$ cat config.mk
export PLATFORM = sky130hd
export DESIGN_NAME = conv_addr_seq
export DESIGN_NICKNAME = d
export VERILOG_FILES = /design/src/rtl/conv_addr_seq.sv
export SDC_FILE = /design/constraint.sdc
export NUM_CORES = 1
export LEC_CHECK = 0
export CORE_MARGIN = 5
export CORE_UTILIZATION = 57
export CTS_BUF_LIST = sky130_fd_sc_hd__clkbuf_8
export DETAILED_ROUTE_END_ITERATION = 6
export GPL_TIMING_DRIVEN = 0
export PLACE_DENSITY = 0.84
export SETUP_SLACK_MARGIN = 0.15
export SLEW_MARGIN = 20
export SYNTH_ARGS = -nofsm -noshare
export SYNTH_HDL_FRONTEND = slang
export SYNTH_SLANG_ARGS = --single-unit
$ cat constraint.sdc
create_clock -name clk -period 5.1 [get_ports clk]
set_input_delay 0.765 -clock clk [delete_from_list [all_inputs] [get_ports clk]]
set_output_delay 0.765 -clock clk [all_outputs]
set_load 0.01 [all_outputs]
$ cat src/rtl/conv_addr_seq.sv
// Address sequencer for 1-D convolution z[n] = sum x[i]*y[n-i].
// Emits one (i, j, n) term per cycle with accumulator framing strobes; all outputs registered.
module conv_addr_seq (
  input  logic       clk,
  input  logic       rst_n,
  input  logic       start,
  input  logic [4:0] sizeX,
  input  logic [4:0] sizeY,
  output logic       busy,
  output logic       rd_en,
  output logic [4:0] addrX,
  output logic [4:0] addrY,
  output logic [5:0] addrZ,
  output logic       acc_clr,
  output logic       acc_last,
  output logic       done
);

  typedef enum logic [1:0] {IDLE, LOAD, RUN, FIN} state_t;

  state_t     state, state_nxt;
  logic [4:0] sx, sy, sx_nxt, sy_nxt;
  logic       busy_nxt, rd_en_nxt, clr_nxt, last_nxt, done_nxt;
  logic [4:0] ax_nxt, ay_nxt;
  logic [5:0] az_nxt;
  logic [5:0] n_max, n_inc, lo_inc;
  logic       run_end;

  function automatic logic [5:0] i_hi(input logic [5:0] n, input logic [4:0] s);
    logic [5:0] lim;
    lim = {1'b0, s} - 6'd1;
    return (n < lim) ? n : lim;
  endfunction

  // Lower bound by comparison so n-(sy-1) can never wrap below zero.
  function automatic logic [5:0] i_lo(input logic [5:0] n, input logic [4:0] s);
    logic [5:0] lim;
    lim = {1'b0, s} - 6'd1;
    return (n > lim) ? (n - lim) : 6'd0;
  endfunction

  // The output registers double as the i/j/n walk counters.
  assign n_max   = {1'b0, sx} + {1'b0, sy} - 6'd2;
  assign run_end = acc_last && (addrZ == n_max);
  assign n_inc   = addrZ + 6'd1;
  assign lo_inc  = i_lo(n_inc, sy);

  always_ff @(posedge clk or negedge rst_n) begin
    if (!rst_n) begin
      state    <= IDLE;
      sx       <= '0;
      sy       <= '0;
      busy     <= 1'b0;
      rd_en    <= 1'b0;
      addrX    <= '0;
      addrY    <= '0;
      addrZ    <= '0;
      acc_clr  <= 1'b0;
      acc_last <= 1'b0;
      done     <= 1'b0;
    end else begin
      state    <= state_nxt;
      sx       <= sx_nxt;
      sy       <= sy_nxt;
      busy     <= busy_nxt;
      rd_en    <= rd_en_nxt;
      addrX    <= ax_nxt;
      addrY    <= ay_nxt;
      addrZ    <= az_nxt;
      acc_clr  <= clr_nxt;
      acc_last <= last_nxt;
      done     <= done_nxt;
    end
  end

  always_comb begin
    state_nxt = state;
    case (state)
      IDLE:    if (start) state_nxt = LOAD;
      LOAD:    state_nxt = (sx == 5'd0 || sy == 5'd0) ? FIN : RUN;
      RUN:     if (run_end) state_nxt = FIN;
      FIN:     state_nxt = IDLE;
      default: state_nxt = IDLE;
    endcase
  end

  always_comb begin
    sx_nxt    = sx;
    sy_nxt    = sy;
    busy_nxt  = busy;
    rd_en_nxt = 1'b0;
    ax_nxt    = '0;
    ay_nxt    = '0;
    az_nxt    = '0;
    clr_nxt   = 1'b0;
    last_nxt  = 1'b0;
    done_nxt  = 1'b0;
    case (state)
      IDLE: begin
        if (start) begin
          busy_nxt = 1'b1;
          sx_nxt   = sizeX;
          sy_nxt   = sizeY;
        end
      end
      LOAD: begin
        if (sx == 5'd0 || sy == 5'd0) begin
          done_nxt = 1'b1;
        end else begin
          // n=0 always has exactly one term, so it is both first and last.
          rd_en_nxt = 1'b1;
          clr_nxt   = 1'b1;
          last_nxt  = 1'b1;
        end
      end
      RUN: begin
        if (run_end) begin
          done_nxt = 1'b1;
        end else if (!acc_last) begin
          rd_en_nxt = 1'b1;
          ax_nxt    = addrX + 5'd1;
          ay_nxt    = addrY - 5'd1;
          az_nxt    = addrZ;
          last_nxt  = (({1'b0, addrX} + 6'd1) == i_hi(addrZ, sx));
        end else begin
          rd_en_nxt = 1'b1;
          az_nxt    = n_inc;
          ax_nxt    = lo_inc[4:0];
          ay_nxt    = n_inc[4:0] - lo_inc[4:0];
          clr_nxt   = 1'b1;
          last_nxt  = (lo_inc == i_hi(n_inc, sx));
        end
      end
      FIN: begin
        busy_nxt = 1'b0;
      end
      default: begin
        busy_nxt = 1'b0;
      end
    endcase
  end

endmodule

# == Word-level counts from Yosys, hierarchy flattened ==
# Cells that the tools add are included.
# totals
ff_bits,33
in_bits,13
wordCells,72
# op_classes
muxes,30
n_reduce_logical,9
addsub,10
n_eq_ne,9
n_lt_le_gt_ge,3
# ops
cell,count
6-bit 2-to-1 mux,6
5-bit 2-to-1 mux,6
6-bit == test,3
6-bit < comparator,2
"5-bit by 1-bit subtractor with 6-bit output, second input constant",2
5-bit logical NOT,2
1-bit 2-to-1 mux,10
1-bit case mux with 2 select lines,5
2-bit case mux with 4 select lines,1
"5-bit by 1-bit adder with 6-bit output, second input constant",1
5-bit by 5-bit adder with 6-bit output,1
"6-bit by 1-bit adder with 6-bit output, second input constant",1
6-bit greater-than comparator,1
2-bit AND reduction,3
"6-bit by 2-bit subtractor with 6-bit output, second input constant",1
6-bit subtractor,1
"5-bit by 1-bit adder with 5-bit output, second input constant",1
"5-bit by 1-bit subtractor with 5-bit output, second input constant",1
5-bit subtractor,1
"2-bit == test, second input constant",2
2-bit 2-to-1 mux,2
"2-bit inequality test, second input constant",2
"3-bit inequality test, second input constant",1
"2-bit by 1-bit == test with 1-bit output, second input constant",1
4 further kinds,4

# == Logic depth before layout (Yosys ltp) ==
# Gate-level depths: netlist of the first run.
# depth
word_depth,7
depth_mapped,16
mapped_depth_nobuf,16

# == Least setup slack after synthesis of the first run ==
# No wires, ideal clock.
# synth_timing
path_type,register -> register
startpoint,register addrZ[1]
endpoint,register addrY[4]
stages_incl_launch_ff,17
setup_time_ns,0.094
path_slack_ns,1.458
t_arrival_ns,3.548
required_time_ns,5.006
path_buffers,0
cell_sequence,dfrtp_1 -> ha_1 -> nand3_1 -> xnor2_1 -> inv_1 -> ha_1 -> o21ai_0 -> o21bai_1 -> a21oi_1 -> a31oi_2 -> nand2_1 -> fa_1 -> a21o_1 -> a21oi_1 -> xor2_1 -> xnor2_1 -> a211oi_1
# synth_between
elab_chain_len,7
elab_cells_between_ends,10
cone_classes,add/sub (3); order compare (1); eq/ne (1); mux (4); reduce/logical (1)
# synth_rtl
item,line,text
"start, declared",13,"output logic [5:0] addrZ,"
"start signal, assigned",69,addrZ <= az_nxt;
6-bit by 1-bit adder with 6-bit output,45,assign n_inc = addrZ + 6'd1;
6-bit subtractor or 6-bit greater-than comparator (tied branches),39,return (n > lim) ? (n - lim) : 6'd0;
6-bit 2-to-1 mux,39,
5-bit subtractor,129,ay_nxt = n_inc[4:0] - lo_inc[4:0];
5-bit 2-to-1 mux,119,end else if (!acc_last) begin
5-bit 2-to-1 mux (*),117,if (run_end) begin
5-bit 2-to-1 mux (*),98,case (state)
named net ay_nxt[4],24,"logic [4:0] ax_nxt, ay_nxt;"
"end signal, assigned",68,addrY <= ay_nxt;
"end, declared",12,"output logic [4:0] addrY,"
# The timed path passes the listed nets; every way through them passes the cells marked *.
# A chain may end at the register's enable or synchronous reset.

# == Worst setup path in the final report of the first run ==
# Ends and elaborated chain as after synthesis.

==> results of run 1 <==
## final cells by class
cell class                      instances  share of cell area, %
Buffer                                  6                  0.905
Clock inverter                          3                  0.507
Timing Repair Buffer                   34                   10.2
Multi-Input combinational cell        246                   56.0
Tap cell                               70                   2.54
Clock buffer                            5                   1.99
Sequential cell                        33                   23.9
Inverter                               36                   3.91
## state kept, by name, indices dropped and copies added, names as in the netlist
register and flops:
done 1, addrX 5, busy 1, rd_en 1, state 2, sy 5, sx 5, acc_last 1
acc_clr 1, addrY 5, addrZ 6
## stage by stage
step / instances / total power [W] / cell area (um2) / hold slack, ns / setup slack, ns
finish: 433 / 0.00222 / 3450 / 0.386 / 0.736
global route: 433 / 0.00243 / 3450 / 0.401 / 0.428
CTS: 433 / 0.00223 / 3450 / 0.385 / 0.785
detailed placement: 425 / 0.00201 / 3370 / 0.508 / 0.809
global placement: 424 / 0.00195 / 3350 / 0.492 / 0.987
floorplan: 321 / 0.00164 / 2930 / 0.469 / 1.46
## placed cells by master, fill, tap and decap left out, types with 4 or more instances in the layout
| cell | synthesis | layout |
|---|---|---|
| a21o_1 | 5 | 5 |
| a21oi_1 | 17 | 17 |
| clkbuf_1 | 4 | 4 |
| clkbuf_8 | 0 | 5 |
| clkdlybuf4s50_1 | 0 | 32 |
| dfrtp_1 | 33 | 33 |
| ha_1 | 37 | 37 |
| inv_1 | 36 | 36 |
| mux2_2 | 10 | 10 |
| mux2i_1 | 11 | 11 |
| nand2_1 | 24 | 24 |
| nand3_1 | 12 | 12 |
| nor2_1 | 19 | 19 |
| nor3_1 | 9 | 9 |
| o21a_1 | 4 | 4 |
| o21ai_0 | 10 | 10 |
| o22ai_1 | 6 | 6 |
| xnor2_1 | 26 | 26 |
| xor2_1 | 15 | 15 |
## worst max-delay path, cell delays in order, from the launching register on
cell	delay (ns)
dfrtp_1	0.48
ha_1	0.23
nand3_1	0.10
xnor2_1	0.44
inv_1	0.14
ha_1	0.40
o21ai_0	0.17
o21bai_1	0.19
a21oi_1	0.14
a31oi_2	0.41
nand2_1	0.21
fa_1	0.47
a21o_1	0.19
a21oi_1	0.17
xor2_1	0.18
xnor2_1	0.09
a211oi_1	0.24
## path summary, 6_finish.rpt
check | from | slack, ns | to | depth (start not counted)
worst max-delay path | addrZ[1] | 0.74 | addrY[4] | 16
worst min-delay path | rst_n | 0.39 | addrY[2] | 1
worst max register to register | addrZ[1] | 0.74 | addrY[4] | 16
worst min register to register | sy[4] | 0.52 | sy[4] | 1
max in group asynchronous | rst_n | 4.29 | sy[2] | 2
min in group clk | sy[4] | 0.52 | sy[4] | 1
## cell usage after synthesis (2+ instances only)
master    number
nor2b_1        3
inv_1         36
fa_1           3
and3_1         3
nand3_1       12
dfrtp_1       33
ha_1          37
nor2_1        19
nor3_1         9
a21oi_1       17
o21a_1         4
clkbuf_1       4
xnor2_1       26
o21ai_0       10
nand2_1       24
xor2_1        15
o21ai_2        2
mux2i_1       11
mux2_2        10
a21o_1         5
a211oi_1       3
nand2b_1       3
o22ai_1        6
## logic make-up after synthesis
family,count (synthesis)
xor+xnor,41
flops,33
fa+ha+maj,40
compound gates,62
mux,21
buf+inv,42
simple gates,82
## power by group
group          internal, W  total [W]  switching (W)  leakage (nW)
sequential        0.000351   0.000446      0.0000945         0.427
clock            0.0000941   0.000198       0.000104        0.0439
combinational     0.000729    0.00158       0.000850          1.12
## routing by layer
layer  vias up  global-route usage (%)  share of wire [%]
met3        16                    4.17                6.0
met2        70                    39.0                 50
li1       1193                       -                  -
met5         -                       0                  0
met4         0                    9.47                2.6
met1      1209                    27.4                 41
==> summary.txt, run 1 <==
Die
  • Initial Utilization: 58.1%
  • Core area: about 5000 um2
  • Die height: between 80 and 90 um
  • Die ar.: 6670 um2
  • Die width: 81.7 um
  • Top-level I/O count: 34
  • # rows: 26

Synthesis
  • Mux cell area share after synthesis: about 7.6%
  • Yosys top cell by area: dfrtp_1
  • Cells after Synth: 321
  • Ys Warns: 0
  • Synth Area in Compound Gates: 14.4%
  • Adder-cell share of the synthesized area: 17.9%
  • Sequential share of the synthesized area: 28.2%
  • Synth Flop Type: dfrtp_1
  • Mean post-synth cell area: approximately 9.1 um2
  • Post-synth EDFFs: 0
  • Top post-synthesis cells by area: dfrtp_1 (28%), ha_1 (16%), xnor2_1 (7.8%)
  • Simple-gate share of the synthesized area: 13.9%
  • Syn Std Cell Area: approximately 2900 um2
  • Post-synthesis xor/xnor area fraction: 12.3%
  • Post-synthesis register bit count: 33
  • Ys async rst share: 100%
  • Synthesized Nets: 374
  • Largest family of logic cells by synthesized area: adder cells
  • Unique masters post-synth: slightly below 50
  • Top cell type's share of synthesized area: 28.2%

Routing
  • Initial detailed-routing violation count: roughly 190
  • Drt wl/cell: 15.7 um
  • Antenna viol nets, final: 0
  • Vias post-DR: 2488
  • DR vias/cell: 5.75
  • First-pass detailed-route iteration total: 4
  • DR DRC count: 0
  • Final wirelength: 6.81 mm

Finish
  • Area Overhead vs Synth: 18.0%
  • Area of the multi-input gates: about 1900 um2
  • Fill count: 387
  • # nets final: 415
  • Layout cells sized above 1: 7.99%
  • Diodes inserted: 0
  • Storage element area: 826 um2
  • Final Util: 68.5%

Clock tree
  • Clk_lat worst skew: 0.29 ns
  • H-tree depth: 2
  • Post-CTS sizing: 0
  • Clock transition at path regs: 0.07 ns
  • Post-CTS Setup Repair Bufs: 0
  • CTS root buffer: clkbuf_8
  • Clock Path Buffers: 2
  • TritonCTS buffer count: 5
  • TritonCTS clock tree: done
  • Hold Buf Count CTS: 0
  • Clock Sinks: 33

Min path
  • Worst min path class: primary input to async pin

Timing
  • Final setup viols: 0
  • Worst slew pin tran: 0.609 ns
  • Final period utilization: 85.6%
  • Max-slew violations: 0
  • Rel. slew slack: 59.1%
  • Period minus WS final: 4.36 ns
  • Fin. Hold Viols: 0
  • Peak Freq: around 0.23 GHz
  • RSZ-0062 raised after global routing: no
  • Skew final: 0.00279 ns
  • Setup TNS: 0 ns

GRT
  • Global-route wire length before repair: 11.4 mm
  • Largest net degree at the start of global routing: 20
  • Global Route Usage Sum: roughly 23%
  • Grt ovf: 0
  • Antenna violations before repair: 0
  • Vias in the first global route: about 2500

Placed design
  • RePlAce Congestion: around 0.93
  • Post-DP HPWL: 5.39 mm
  • IO buf count: 33

Outcome
  • Run status: finished, final reports clean

Critical path
  • Crit-path max FO: 10
  • Critical path endpoint category: flop
  • CP Data Required Time: 5.30 ns
  • Worst setup SP type: flop
  • WP data arrival: roughly 4.6 ns
  • CP Class: flop to flop

Power
  • Worst vdd ir: 0.339 mV
  • Leakage: 1.59 nW
  • PwrDens: 644 nW/um2

Job
  • Max-cap viol count: 0
No activity file was read; power rests on OpenSTA's default activity.
==> inputs of run 2 (changes only) <==
Settings changed: CAP_MARGIN set to 15, MAX_ROUTING_LAYER set to met4.
==> summary.txt, run 2 (synthesis results as in run 1) <==
Outcome
  • Run status: finished, final reports clean

GRT
  • Largest net degree at the start of global routing: 20
  • Global Route Usage Sum: 23.3%
  • Vias in the first global route: 2490
  • Antenna violations before repair: 0
  • Global-route wire length before repair: 11.7 mm
  • Grt ovf: 0

Die
  • Initial Utilization: 58.1%
  • # rows: 26
  • Die ar.: roughly 6700 um2
  • Core area: 5040 um2
  • Die width: 81.7 um
  • Die height: 81.7 um
  • Top-level I/O count: 34

Critical path
  • FF-to-FF path depth: 16
  • Reg-to-Reg End: addrY[4]
  • CP Class: flop to flop
  • WP data arrival: 4.50 ns
  • Critical path endpoint category: flop
  • Worst setup SP type: flop
  • Crit-path max FO: 10
  • CP Data Required Time: 5.29 ns
  • FF-to-FF setup slack: 0.80 ns
  • Worst r2r src: addrZ[1]

Clock tree
  • Clk_lat worst skew: approximately 0.29 ns
  • H-tree depth: 2
  • Post-CTS Setup Repair Bufs: 0
  • Clock Sinks: 33
  • Clock Path Buffers: 2
  • Post-CTS sizing: 0
  • CTS root buffer: clkbuf_8
  • TritonCTS buffer count: 5
  • TritonCTS clock tree: done
  • Clock transition at path regs: 0.07 ns
  • Hold Buf Count CTS: 0

Placed design
  • Post-DP HPWL: 5.43 mm
  • RePlAce Congestion: 0.924
  • Placed cells: 425
  • IO buf count: 33

Finish
  • Layout cells sized above 1: 7.99%
  • Area of the multi-input gates: 1940 um2
  • Max FFs per register: 6
  • Most frequent cells in the layout: ha_1 (37), inv_1 (36), dfrtp_1 (33)
  • # nets final: 415
  • Diodes inserted: 0
  • Fill count: 388
  • Reg with most FFs: addrZ
  • Fin cells: 433
  • Area Overhead vs Synth: 18.5%
  • Commonest non-fill, non-tap cell in the layout: ha_1
  • Final Util: 68.8%
  • Storage element area: 826 um2

Timing
  • Max-slew violations: 0
  • Worst slew pin tran: 0.578 ns
  • Final period utilization: 84.4%
  • Setup TNS: 0 ns
  • RSZ-0062 raised after global routing: no
  • Peak Freq: 0.232 GHz
  • Rel. slew slack: 61.2%
  • Period minus WS final: 4.30 ns
  • Fin. Hold Viols: 0
  • Final setup viols: 0
  • Skew final: about 0.0053 ns

Routing
  • Antenna viol nets, final: 0
  • DR vias/cell: between 5 and 6
  • DR DRC count: 0
  • First-pass detailed-route iteration total: 5
  • Vias post-DR: 2483
  • Final wirelength: 6.90 mm
  • Drt wl/cell: around 16 um
  • Initial detailed-routing violation count: around 220

Power
  • PwrDens: 650 nW/um2
  • Total power: 0.00225 W
  • Worst vdd ir: 0.376 mV
  • Leakage: 1.60 nW

Job
  • Max-cap viol count: 0

Min path
  • Worst min path class: primary input to async pin
-- run 2: layout make-up --
| cell class | count | share of cell area [%] |
|---|---|---|
| Clock inverter | 1 | 0.144 |
| Clock buffer | 7 | 2.78 |
| Inverter | 36 | 3.89 |
| Multi-Input combinational cell | 246 | 55.8 |
| Tap cell | 70 | 2.52 |
| Buffer | 6 | 0.902 |
| Timing Repair Buffer | 34 | 10.2 |
| Sequential cell | 33 | 23.8 |
-- run 2: per-layer routing --
layer	global-route usage [%]	wire length, um	up-vias
met3	4.93	499	19
met5	-	0	-
met2	39.5	3410	102
met4	8.31	157	0
li1	-	-	1198
met1	27.5	2830	1164
-- run 2: how the worst max path moves through the flow --
stage | cells past startpoint | start | endpoint
final | 16 | addrZ[1] | addrY[4]
after global routing | 16 | addrZ[3] | addrY[4]
after CTS | 16 | addrZ[3] | addrY[4]
after detailed placement | 16 | addrZ[1] | addrY[4]
after global placement | 16 | addrZ[1] | addrY[4]
after floorplan | 16 | addrZ[1] | addrY[4]
-- run 2: worst max-delay path, cell delays in order (launching register included) --
cell      delay [ns]
dfrtp_1         0.48
ha_1            0.24
nand3_1         0.10
xnor2_1         0.47
inv_1           0.14
ha_1            0.40
o21ai_0         0.15
o21bai_1        0.15
a21oi_1         0.13
a31oi_2         0.42
nand2_1         0.20
fa_1            0.46
a21o_1          0.19
a21oi_1         0.16
xor2_1          0.18
xnor2_1         0.08
a211oi_1        0.25
-- run 2: through the flow --
step	hold slack, ns	worst slack [ns]	area (um2)
global route	0.405	0.414	3470
CTS	0.394	0.832	3470
floorplan	0.469	1.46	2930
finish	0.390	0.796	3470
global placement	0.492	0.968	3350
detailed placement	0.499	0.848	3370
-- run 2: where the power goes --
part,switching [W],internal (W)
logic,0.000862,0.000726
clock network,0.0000993,0.000122
registers,0.0000939,0.000351
total,0.00106,0.00120
==> inputs of run 3 (changes only) <==
Settings changed: CORE_UTILIZATION 57 to 53, PLACE_DENSITY 0.84 to 0.82.
Clock period 5.1 ns to 3.8 ns, I/O delays scaled along.
==> summary.txt, run 3 (synthesis results as in run 1) <==
Finish
  • Final Util: 67.0%
  • Fill count: 413
  • Max FFs per register: 6
  • Storage element area: 830 um2
  • # nets final: 424
  • Area Overhead vs Synth: 24.5%
  • Diodes inserted: 0
  • Fin cells: 444
  • Layout cells sized above 1: 15.9%
  • Area of the multi-input gates: roughly 2000 um2
  • Commonest non-fill, non-tap cell in the layout: inv_1
  • Reg with most FFs: addrZ
  • Design area: 3640 um2
  • Most frequent cells in the layout: inv_1 (35), ha_1 (34), clkdlybuf4s50_1 (32)

Routing
  • Vias post-DR: 2486
  • Drt wl/cell: ~16 um
  • Final wirelength: roughly 7.0 mm
  • Initial detailed-routing violation count: 159
  • DR vias/cell: around 5.6
  • Antenna viol nets, final: 0
  • First-pass detailed-route iteration total: 5
  • DR DRC count: 0

Die
  • Die ar.: 7110 um2
  • Top-level I/O count: 34
  • Initial Utilization: 53.8%
  • Core area: 5440 um2
  • # rows: 27
  • Die height: 84.3 um
  • Die width: 84.3 um

Clock tree
  • TritonCTS clock tree: done
  • TritonCTS buffer count: 5
  • CTS root buffer: clkbuf_8
  • Hold Buf Count CTS: 0
  • H-tree depth: 2
  • Clk_lat worst skew: 0.30 ns
  • Clock Sinks: 33
  • Clock transition at path regs: 0.08 ns
  • Clock Path Buffers: 2

Critical path
  • Crit-path most repeated cell: a21oi_2
  • Worst stage delay on the critical path: 0.44 ns
  • Worst setup SP type: flop
  • Crit-path max FO: 6
  • Buf+Inv Stages, Crit Path: 1
  • WP data arrival: roughly 3.7 ns
  • FF-to-FF setup slack: 0.27 ns
  • Worst r2r src: addrZ[0]
  • CP Class: flop to flop
  • FF-to-FF path depth: 16
  • Reg-to-Reg End: addrY[4]
  • CP Data Required Time: 4.01 ns
  • Crit path max-delay cell type: fa_1
  • Critical path endpoint category: flop
  • Top delay family on crit path: compound AO/OA/AOI/OAI gates
  • Cell-by-cell trace of the critical path: ha_2, nand3_1, xnor2_2, inv_1, ha_4, o21ai_0, o21bai_1, a21oi_2, a31oi_4, nand2_2, fa_1, a21o_1, a21oi_2, xor2_1, xnor2_1, a211oi_2

Timing
  • Rel. slew slack: 56.6%
  • Worst slew pin tran: 0.645 ns
  • Final period utilization: 93.0%
  • WHS: ~0.16 ns
  • RSZ-0062 raised after global routing: yes
  • Max-slew violations: 0
  • Fin. Hold Viols: 0
  • Period minus WS final: ~3.5 ns
  • Skew final: 0.0130 ns
  • Peak Freq: 0.283 GHz
  • Final setup viols: 0

Power
  • PwrDens: 860 nW/um2
  • Total power: 0.00313 W
  • Leakage: 1.64 nW
  • Worst vdd ir: 0.454 mV

GRT
  • Global-route wire length before repair: 11.4 mm
  • Grt ovf: 0
  • Largest net degree at the start of global routing: 23
  • Global Route Usage Sum: 20.1%
  • Antenna violations before repair: 0
  • Vias in the first global route: between 2000 and 2500

Placed design
  • Post-DP Area: 3370 um2
  • IO buf count: 33
  • RePlAce Congestion: 0.871
  • Placed cells: 427
  • Post-DP HPWL: 5.26 mm

Min path
  • Worst min path class: primary input to async pin

Outcome
  • Run status: finished, final reports clean

Job
  • Max-cap viol count: 0
-- run 3: changes by cell type in the layout (fill, tap and decap cells not counted), moves of 2 or more --
cell      change
xor2_1        -2
xnor2_2       +3
xor2_2        +2
dfrtp_2       +3
ha_4          +2
clkbuf_8      -2
buf_4         +9
ha_1          -3
a21oi_1       -2
a21oi_2       +2
dfrtp_1       -3
xnor2_1       -3
-- run 3: how the worst max path moves through the flow --
stage               slack [ns]        to  depth (start not counted)     start
floorplan                 0.16  addrY[4]                         16  addrZ[1]
global placement         -0.31  addrY[4]                         16  addrZ[1]
detailed placement       -0.35  addrY[4]                         16  addrZ[1]
CTS                       0.13  addrY[4]                         15  addrZ[2]
global route              0.04  addrY[4]                         16  addrZ[3]
finish                    0.27  addrY[4]                         16  addrZ[0]
-- run 3: metrics by stage --
step | worst slack [ns] | TNS (ns)
after floorplan | 0.158 | 0
after global placement | -0.311 | -0.311
after detailed placement | -0.349 | -0.349
after CTS | 0.133 | 0
after global routing | 0.0448 | 0
final | 0.266 | 0
-- run 3: metal layers --
layer | GRT usage [%] | routed length, um | share of wire, % | vias up
met3 | 3.04 | 370 | 5.3 | 13
met4 | 7.60 | 158 | 2.3 | 0
met1 | 25.0 | 3000 | 43 | 1186
met2 | 32.9 | 3420 | 49 | 74
met5 | - | 0 | 0 | -
li1 | - | - | - | 1213
-- run 3: layout make-up --
type / count / area share [%]
buffer: 6 / 0.961
inverter: 36 / 3.71
multi-input combinational: 246 / 56.2
clock buffer: 5 / 1.89
timing repair buffer: 43 / 11.5
clock inverter: 3 / 0.481
tap: 72 / 2.47
sequential: 33 / 22.8
-- run 3: timing repair --
action                                  in CTS  in global routing
endpoints found under the setup margin       3                  2
setup buffers                                4                  5
gates resized for setup                     12                 13
cloned                                       0                  0
pin swaps                                    2                  3
endpoints found under the hold margin        0                  0
-- run 3: power breakdown --
part,switching [W],internal (W)
clock,0.000142,0.000126
combinational,0.00122,0.00105
sequential,0.000125,0.000473
total,0.00149,0.00165
